File: config.mk
export PLATFORM = sky130hd
export DESIGN_NAME = apb_rr_arbiter
export DESIGN_NICKNAME = d
export VERILOG_FILES = /design/src/rtl/apb_rr_arbiter.sv
export SDC_FILE = /design/constraint.sdc
export NUM_CORES = 1
export LEC_CHECK = 0
export BUFFER_PORTS_ARGS = -buffer_cell sky130_fd_sc_hd__buf_2
export CORE_AREA = 2 2 159 161
export CTS_CLUSTER_SIZE = 16
export DETAILED_ROUTE_END_ITERATION = 8
export DIE_AREA = 0 0 161 163
export GPL_ROUTABILITY_DRIVEN = 0
export PLACE_DENSITY = 0.63
export SYNTH_ARGS = -nofsm -noshare
export SYNTH_HDL_FRONTEND = slang
export SYNTH_SLANG_ARGS = --single-unit
File: constraint.sdc
create_clock -name clk_i -period 2.45 [get_ports clk_i]
set_clock_uncertainty 0.05 [all_clocks]
set_input_delay 0.6125 -clock clk_i [delete_from_list [all_inputs] [get_ports clk_i]]
set_output_delay 0.6125 -clock clk_i [all_outputs]
set_load 0.01 [all_outputs]
File: src/rtl/apb_rr_arbiter.sv
// Round-robin arbiter that shares one APB master port between NB_REQ requesters.
// Sequences SETUP/ACCESS, tolerates wait states, and can force-complete stalled transfers.
module apb_rr_arbiter #(
    parameter int unsigned NB_REQ         = 4,
    parameter int unsigned APB_DATA_WIDTH = 32,
    parameter int unsigned APB_ADDR_WIDTH = 32,
    parameter int unsigned TIMEOUT        = 256
) (
    input  logic                               clk_i,
    input  logic                               rst_ni,
    input  logic [NB_REQ-1:0]                  req_valid_i,
    input  logic [NB_REQ-1:0]                  req_write_i,
    input  logic [NB_REQ*APB_ADDR_WIDTH-1:0]   req_addr_i,
    input  logic [NB_REQ*APB_DATA_WIDTH-1:0]   req_wdata_i,
    output logic [NB_REQ-1:0]                  rsp_valid_o,
    output logic [APB_DATA_WIDTH-1:0]          rsp_rdata_o,
    output logic                               rsp_err_o,
    output logic                               busy_o,
    output logic                               psel_o,
    output logic                               penable_o,
    output logic                               pwrite_o,
    output logic [APB_ADDR_WIDTH-1:0]          paddr_o,
    output logic [APB_DATA_WIDTH-1:0]          pwdata_o,
    input  logic [APB_DATA_WIDTH-1:0]          prdata_i,
    input  logic                               pready_i,
    input  logic                               pslverr_i
);

    localparam int unsigned IDX_W = (NB_REQ > 1) ? $clog2(NB_REQ) : 1;
    localparam int unsigned WD_W  = (TIMEOUT > 0) ? $clog2(TIMEOUT + 1) : 1;
    localparam logic [WD_W-1:0]  WD_LAST   = (TIMEOUT > 0) ? WD_W'(TIMEOUT - 1) : '0;
    localparam logic [IDX_W-1:0] IDX_LAST  = IDX_W'(NB_REQ - 1);
    localparam logic             WD_ENABLE = (TIMEOUT > 0);

    typedef enum logic [1:0] {
        IDLE   = 2'd0,
        SETUP  = 2'd1,
        ACCESS = 2'd2
    } state_e;

    state_e                      state_q, state_d;
    logic [IDX_W-1:0]            rr_ptr_q, rr_ptr_d;
    logic [IDX_W-1:0]            idx_q, idx_d;
    logic [WD_W-1:0]             wd_q, wd_d;
    logic                        psel_q, psel_d;
    logic                        penable_q, penable_d;
    logic                        pwrite_q, pwrite_d;
    logic [APB_ADDR_WIDTH-1:0]   paddr_q, paddr_d;
    logic [APB_DATA_WIDTH-1:0]   pwdata_q, pwdata_d;
    logic [NB_REQ-1:0]           rsp_valid_q, rsp_valid_d;
    logic [APB_DATA_WIDTH-1:0]   rsp_rdata_q, rsp_rdata_d;
    logic                        rsp_err_q, rsp_err_d;

    logic [NB_REQ-1:0]           elig;
    logic                        gnt_found;
    logic [IDX_W-1:0]            gnt_idx;
    int unsigned                 cand;
    logic                        timeout;
    logic                        done;

    always_ff @(posedge clk_i or negedge rst_ni) begin
        if (!rst_ni) begin
            state_q     <= IDLE;
            rr_ptr_q    <= '0;
            idx_q       <= '0;
            wd_q        <= '0;
            psel_q      <= 1'b0;
            penable_q   <= 1'b0;
            pwrite_q    <= 1'b0;
            paddr_q     <= '0;
            pwdata_q    <= '0;
            rsp_valid_q <= '0;
            rsp_rdata_q <= '0;
            rsp_err_q   <= 1'b0;
        end else begin
            state_q     <= state_d;
            rr_ptr_q    <= rr_ptr_d;
            idx_q       <= idx_d;
            wd_q        <= wd_d;
            psel_q      <= psel_d;
            penable_q   <= penable_d;
            pwrite_q    <= pwrite_d;
            paddr_q     <= paddr_d;
            pwdata_q    <= pwdata_d;
            rsp_valid_q <= rsp_valid_d;
            rsp_rdata_q <= rsp_rdata_d;
            rsp_err_q   <= rsp_err_d;
        end
    end

    // The requester being acknowledged this cycle still shows req_valid high; masking it avoids a re-issue.
    always_comb begin
        elig      = req_valid_i & ~rsp_valid_q;
        gnt_found = 1'b0;
        gnt_idx   = '0;
        cand      = 0;
        for (int unsigned i = 0; i < NB_REQ; i++) begin
            cand = 32'(rr_ptr_q) + i;
            if (cand >= NB_REQ) begin
                cand = cand - NB_REQ;
            end
            if (!gnt_found && elig[cand[IDX_W-1:0]]) begin
                gnt_found = 1'b1;
                gnt_idx   = cand[IDX_W-1:0];
            end
        end

        timeout = WD_ENABLE && !pready_i && (wd_q == WD_LAST);
        done    = (state_q == ACCESS) && (pready_i || timeout);

        state_d = state_q;
        case (state_q)
            IDLE:    if (gnt_found) state_d = SETUP;
            SETUP:   state_d = ACCESS;
            ACCESS:  if (done) state_d = IDLE;
            default: state_d = IDLE;
        endcase
    end

    always_comb begin
        rr_ptr_d    = rr_ptr_q;
        idx_d       = idx_q;
        wd_d        = '0;
        pwrite_d    = pwrite_q;
        paddr_d     = paddr_q;
        pwdata_d    = pwdata_q;
        rsp_valid_d = '0;
        rsp_rdata_d = rsp_rdata_q;
        rsp_err_d   = rsp_err_q;
        psel_d      = (state_d != IDLE);
        penable_d   = (state_d == ACCESS);

        // The APB address/data registers double as the latched request for the whole transfer.
        if (state_q == IDLE && gnt_found) begin
            idx_d    = gnt_idx;
            rr_ptr_d = (gnt_idx == IDX_LAST) ? '0 : gnt_idx + 1'b1;
            pwrite_d = req_write_i[gnt_idx];
            paddr_d  = req_addr_i[32'(gnt_idx)*APB_ADDR_WIDTH +: APB_ADDR_WIDTH];
            pwdata_d = req_wdata_i[32'(gnt_idx)*APB_DATA_WIDTH +: APB_DATA_WIDTH];
        end

        if (state_q == ACCESS) begin
            if (!done) begin
                wd_d = wd_q + 1'b1;
            end else begin
                rsp_valid_d[idx_q] = 1'b1;
                if (pready_i) begin
                    rsp_rdata_d = pwrite_q ? '0 : prdata_i;
                    rsp_err_d   = pslverr_i;
                end else begin
                    rsp_rdata_d = '0;
                    rsp_err_d   = 1'b1;
                end
            end
        end
    end

    assign busy_o      = (state_q != IDLE);
    assign psel_o      = psel_q;
    assign penable_o   = penable_q;
    assign pwrite_o    = pwrite_q;
    assign paddr_o     = paddr_q;
    assign pwdata_o    = pwdata_q;
    assign rsp_valid_o = rsp_valid_q;
    assign rsp_rdata_o = rsp_rdata_q;
    assign rsp_err_o   = rsp_err_q;

endmodule
==> impl_metrics.toml, run 1 <==
[logic_synthesis]
syn_inst = 601
synthArstFlopShare_pct = 100
synth-main-ff-cell = "dfrtp_1"
synth_xor_area_share_pct = 0.529
yosys.area_share.simple_pct = 13.5
synthesis.nets = 904
synth_area_um2 = 6630
syn_avg_cell_area_um2 = 11.0
yosysWarnings = 0
synth_edf_count = 0
synthMuxAreaShare_pct = 19.6
synth_top_family_by_area = "multiplexers"
synth-seq-cells = 119
synth_adder_area_share_pct = 0.566
synth_cell_types = 41
seq_area_frac_synth_pct = 44.9
synth_compound_area_share_pct = 15.2

[setup_path]
endpoint_kind = "flop"
worst-path-max-fanout = 29
arrival_ns = 2.38
worstRegToRegCells = 8
regToRegSetupSlack_ns = 0.35
worst-endpoint-required_ns = 2.73
r2r_end = "rsp_valid_o[2]"
worst-setup-path-type = "flop to flop"
r2r-start = "wd_q[0]"
crit_path_start_kind = "flop"

[sta]
hold_violations = 0
holdWs_ns = 0.0906
setup_viol = 0
post-route-period-util_pct = 85.9
worstMarginPinSlew_ns = 0.474
setup_tns_ns = 0
slew-limit-headroom_pct = 68.4
timing.fmax_mhz = 475
fin_crit_ns = 2.10
drv_slew = 0
setup_slack_ns = 0.346
rsz0062_at_grt = "no"

[power_and_ir_drop]
p_total_mw = 11.8
irDropWorstVdd_mv = 0.520
p_leak_nw = 5.34
power.density_nw_per_um2 = 1210

[drt]
via_per_inst = 4.59
routed_wl_mm = 22.0
vias = 6205
drc = 0
antenna_left = 0
drtIter0Drc = 299
wl_per_cell_um = 16.2
dr.pass1.iters = 4

[global_routing]
grt_pass1_wl_mm = 33.4
grt_pass1_vias = 6270
overflow = 0
track_usage_pct = 16.2
grt_max_degree = 45
antenna_found_initial = 0

[die]
pin_count = 405
start_util_pct = 26.9
num_rows = 58
dieHeight_um = 163
dieArea_um2 = 26200
die_width_um = 161
coreArea_um2 = 24700

[place]
pre_cts_slack_ns = 0.125
dp_hpwl_mm = 16.7
port_buffers = 404

[clock_tree]
cts-buffers-inserted = 17
post-cts-setup-buffers = 0
clkLatencyLatePin_ns = 0.41
cts.sinks = 119
htree_num_levels = 4
cts_tree = "built"
ctsResizeCount = 0
cts_buffer_depth = 2
clk_pin_slew_ns = 0.07
cts_hold_buf = 0
cts-root-buf = "clkbuf_16"

[layout]
diodes = 0
area_growth_pct = 47.5
fin_nets = 1312
final_layout_size_suffix_gt1_share_pct = 51.7

[run_status]
status = "complete, no violations"

[worst_hold_path]
hold_path.class = "primary input to async pin"

[run]
drv_cap = 0
## cell usage in the layout, fill, tap and decap left out, drive strengths merged, types with 2 or more instances in the layout
cell type  instances
bufinv             2
mux2i            130
nor2              13
a21oi              2
nor2b              4
nand2            141
o21ai              5
clkbuf            17
or3                2
inv               19
and3               2
buf              436
nor3               2
dfrtp            119
nand3             36
o221ai            65
clkinvlp           3
xnor2              3
nand2b             4
ha                 3
o32a               2
## area by class of cell
type	instances	area (um2)
flip-flops and latches	119	2980
multi-input cells	426	3310
clock inverters	15	178
repair buffers	436	2440
well taps	330	413
inverters	9	33.8
fillers	2483	14900
clock buffers	17	425
## power breakdown
group / total [mW] / internal (mW) / switching [mW]
Combinational: 5.85 / 2.65 / 3.20
Clock: 2.62 / 1.54 / 1.08
Sequential: 3.35 / 2.85 / 0.496
Total: 11.8 / 7.04 / 4.78
## worst max-delay path, stage by stage, from the launching register on
cell and delay, ns:
dfrtp_1 0.39, ha_1 0.20, nand3_1 0.16, nor3_1 0.22, ha_1 0.18, nor2_1 0.07
or2_1 0.34, buf_12 0.21, nor3b_1 0.20
## kinds of logic (layout without fill, tap and decap cells)
kind of cell,after synthesis,in the layout
mux,130,130
buf+inv,56,477
compound gates,80,80
xor+xnor,4,4
simple gates,209,209
fa+ha+maj,3,3
flops,119,119
## state kept, by name, indices dropped and copies added (netlist names)
| signal | cells |
|---|---|
| rsp_valid_o | 4 |
| penable_o | 1 |
| rsp_rdata_o | 32 |
| pwdata_o | 32 |
| idx_q | 2 |
| state_q | 2 |
| psel_o | 1 |
| paddr_o | 32 |
| rr_ptr_q | 2 |
| rsp_err_o | 1 |
| wd_q | 9 |
| pwrite_o | 1 |
## how the worst max path moves through the flow
stage              startpoint             end
3_5_place_dp   req_valid_i[3]     pwdata_o[0]
2_1_floorplan  req_valid_i[1]      paddr_o[0]
6_report              wd_q[0]  rsp_valid_o[2]
5_1_grt               wd_q[0]  rsp_valid_o[2]
3_3_place_gp   req_valid_i[3]     pwdata_o[0]
4_1_cts            state_q[1]          busy_o
## through the flow
step | util, % | cell area, um2 | cells
after detailed placement | 37.2 | 9170 | 1320
after global routing | 39.6 | 9770 | 1352
after floorplan | - | 6630 | 601
after CTS | 39.6 | 9770 | 1352
after global placement | 37.2 | 9170 | 1320
final | 39.6 | 9770 | 1352
## cells in the mapped netlist, drive strengths merged (2+ instances only)
cell | count | area share, %
nand2 | 141 | 8.0
a21oi | 2 | 0.15
mux2i | 130 | 20
or3 | 2 | 0.19
ha | 3 | 0.57
nand2b | 4 | 0.49
nor2b | 4 | 0.49
xnor2 | 3 | 0.40
o21ai | 5 | 0.38
nor2 | 13 | 0.74
nor3 | 2 | 0.15
and3 | 2 | 0.19
clkbuf | 17 | 1.0
nand3 | 36 | 2.7
inv | 9 | 0.51
dfrtp | 119 | 45
buf | 30 | 4.0
o221ai | 65 | 13
o32a | 2 | 0.30
## routing by layer
| metal | GRT usage (%) | wire (um) | vias to the layer above |
|---|---|---|---|
| met4 | 3.94 | 194 | 0 |
| met2 | 27.7 | 10800 | 243 |
| li1 | - | - | 3004 |
| met3 | 4.43 | 1540 | 11 |
| met1 | 20.4 | 9430 | 2947 |
| met5 | 0 | 0 | - |
(Power assumes the default switching activity.)
==> run 2: changes to the inputs <==
--- a/config.mk
+++ b/config.mk
@@ -6,12 +6,13 @@
 export NUM_CORES = 1
 export LEC_CHECK = 0
 export BUFFER_PORTS_ARGS = -buffer_cell sky130_fd_sc_hd__buf_2
-export CORE_AREA = 2 2 159 161
+export CORE_AREA = 2 2 157 159
+export CTS_BUF_LIST = sky130_fd_sc_hd__clkbuf_4 sky130_fd_sc_hd__clkbuf_8 sky130_fd_sc_hd__clkbuf_16
 export CTS_CLUSTER_SIZE = 16
 export DETAILED_ROUTE_END_ITERATION = 8
-export DIE_AREA = 0 0 161 163
+export DIE_AREA = 0 0 159 161
 export GPL_ROUTABILITY_DRIVEN = 0
-export PLACE_DENSITY = 0.63
+export PLACE_DENSITY = 0.64
 export SYNTH_ARGS = -nofsm -noshare
 export SYNTH_HDL_FRONTEND = slang
 export SYNTH_SLANG_ARGS = --single-unit
==> run 2 against run 1 <==
Sequential share of layout area up 0.16 points. Core utilization up 0.96 points. Maximum frequency up 2.5%. Hold slack better by 0.032 ns. Critical path type unchanged. Highest routed layer is now met5.
==> impl_metrics.toml, run 2 (synthesis gave the netlist of run 1 again) <==
[run_status]
status = "complete, no violations"

[global_routing]
grt_pass1_wl_mm = 35.1
grt_max_degree = 74
track_usage_pct = 17.3
grt_pass1_vias = 6386
overflow = 0
antenna_found_initial = 3

[place]
pre_cts_slack_ns = 0.0891
port_buffers = 404
dp_hpwl_mm = 17.3
place_inst = 1311

[power_and_ir_drop]
p_leak_nw = 5.32
irDropWorstVdd_mv = 0.759
p_seq_share_pct = 28.3
clkPwrFrac_pct = 22.8
p_total_mw = 11.8
swShare_pct = 40.8
p_sw_mw = 4.83
combPwrFrac_pct = 48.9
power.density_nw_per_um2 = 1220
p_int_mw = 7.00

[layout]
final_layout_size_suffix_gt1_share_pct = 51.5
final-seq-area_um2 = 2980
layout.cells.non_filler = 1344
fin_nets = 1309
multiInputGateArea_um2 = 3310
nFillCells = 2414
area_growth_pct = 46.7
layout_commonest_cell = "buf_2"
layout_common_cells = "403 x buf_2, 140 x nand2_1, 130 x mux2i_1"
post-route-util_pct = 40.6

[sta]
slew-limit-headroom_pct = 56.9
worstMarginPinSlew_ns = 0.646
drv_slew = 0
setup_slack_ns = 0.398
setup_viol = 0
fin_crit_ns = 2.05
post-route-period-util_pct = 83.8
timing.fmax_mhz = 487
hold_violations = 0
setup_tns_ns = 0
rsz0062_at_grt = "no"

[setup_path]
regToRegSetupSlack_ns = 0.40
r2r_end = "rsp_valid_o[2]"
worst-path-max-fanout = 34
r2r-start = "wd_q[0]"
crit_path_start_kind = "flop"
worst-setup-path-type = "flop to flop"
worstRegToRegCells = 8
endpoint_kind = "flop"
arrival_ns = 2.33
startpoint = "wd_q[0]"
worst-endpoint-required_ns = 2.73

[clock_tree]
clkLatencyLatePin_ns = 0.42
cts-root-buf = "clkbuf_16"
cts_hold_buf = 0
cts_buffer_depth = 2
post-cts-setup-buffers = 0
cts-buffers-inserted = 17
cts.sinks = 119
clk_pin_slew_ns = 0.07
cts_tree = "built"
ctsResizeCount = 0
htree_num_levels = 4

[die]
die_width_um = 159
dieArea_um2 = 25600
coreArea_um2 = 24000
pin_count = 405
dieHeight_um = 161
start_util_pct = 27.7
num_rows = 57

[drt]
drtIter0Drc = 369
antenna_left = 0
wl_per_cell_um = 16.8
via_per_inst = 4.62
vias = 6206
dr.pass1.iters = 4
routed_wl_mm = 22.5
drc = 0

[run]
drv_cap = 0

[worst_hold_path]
hold_path.class = "primary input to async pin"
## run 2: changes by cell type in the layout (fill, tap and decap cells not counted), sizes merged
cell / delta
buf: -3
clkinvlp: -2
diode: +1
clkinv: +2
## run 2: critical path, stage by stage (launching register included)
cell and delay [ns]:
dfrtp_1 0.39, ha_1 0.20, nand3_1 0.16, nor3_1 0.22, ha_1 0.18, nor2_1 0.07
or2_1 0.22, buf_4 0.24, nor3b_1 0.23
## run 2: metal layers
metal	GRT usage, %	part of all wire [%]
met3	6.24	8.1
met1	21.5	42
met2	28.6	49
met4	4.88	1.2
met5	0	0.12
## run 2: final cells by class
type,count,area share (%)
Clock inverter,15,2.08
Timing Repair Buffer,433,24.4
Multi-Input combinational cell,426,34.0
Clock buffer,17,4.38
Antenna cell,1,0.0257
Inverter,9,0.347
Sequential cell,119,30.6
Tap cell,324,4.17
## run 2: power groups by stage
| stage | logic [mW] | clock network (mW) | registers (mW) |
|---|---|---|---|
| 6_report | 5.78 | 2.70 | 3.35 |
| 5_1_grt | 6.34 | 2.89 | 3.46 |
| 4_1_cts | 5.88 | 2.79 | 3.35 |
| 3_5_place_dp | 5.88 | 0 | 3.36 |
| 3_3_place_gp | 5.78 | 0 | 3.37 |
| 2_1_floorplan | 3.52 | 0 | 3.70 |
## run 2: through the flow
stage / area (um2) / hold slack [ns]
final: 9720 / 0.123
after global routing: 9720 / 0.155
after CTS: 9720 / 0.149
after detailed placement: 9090 / 0.402
after global placement: 9090 / 0.396
after floorplan: 6630 / 0.267
## run 2: worst max-delay path by stage
| stage | cells after the start | slack, ns | endpoint |
|---|---|---|---|
| after global routing | 8 | 0.15 | rsp_valid_o[2] |
| after global placement | 8 | 0.14 | pwdata_o[3] |
| after detailed placement | 8 | 0.09 | pwdata_o[3] |
| after CTS | 7 | 0.35 | pwdata_o[3] |
| after floorplan | 7 | 0.39 | paddr_o[0] |
| final | 8 | 0.40 | rsp_valid_o[2] |
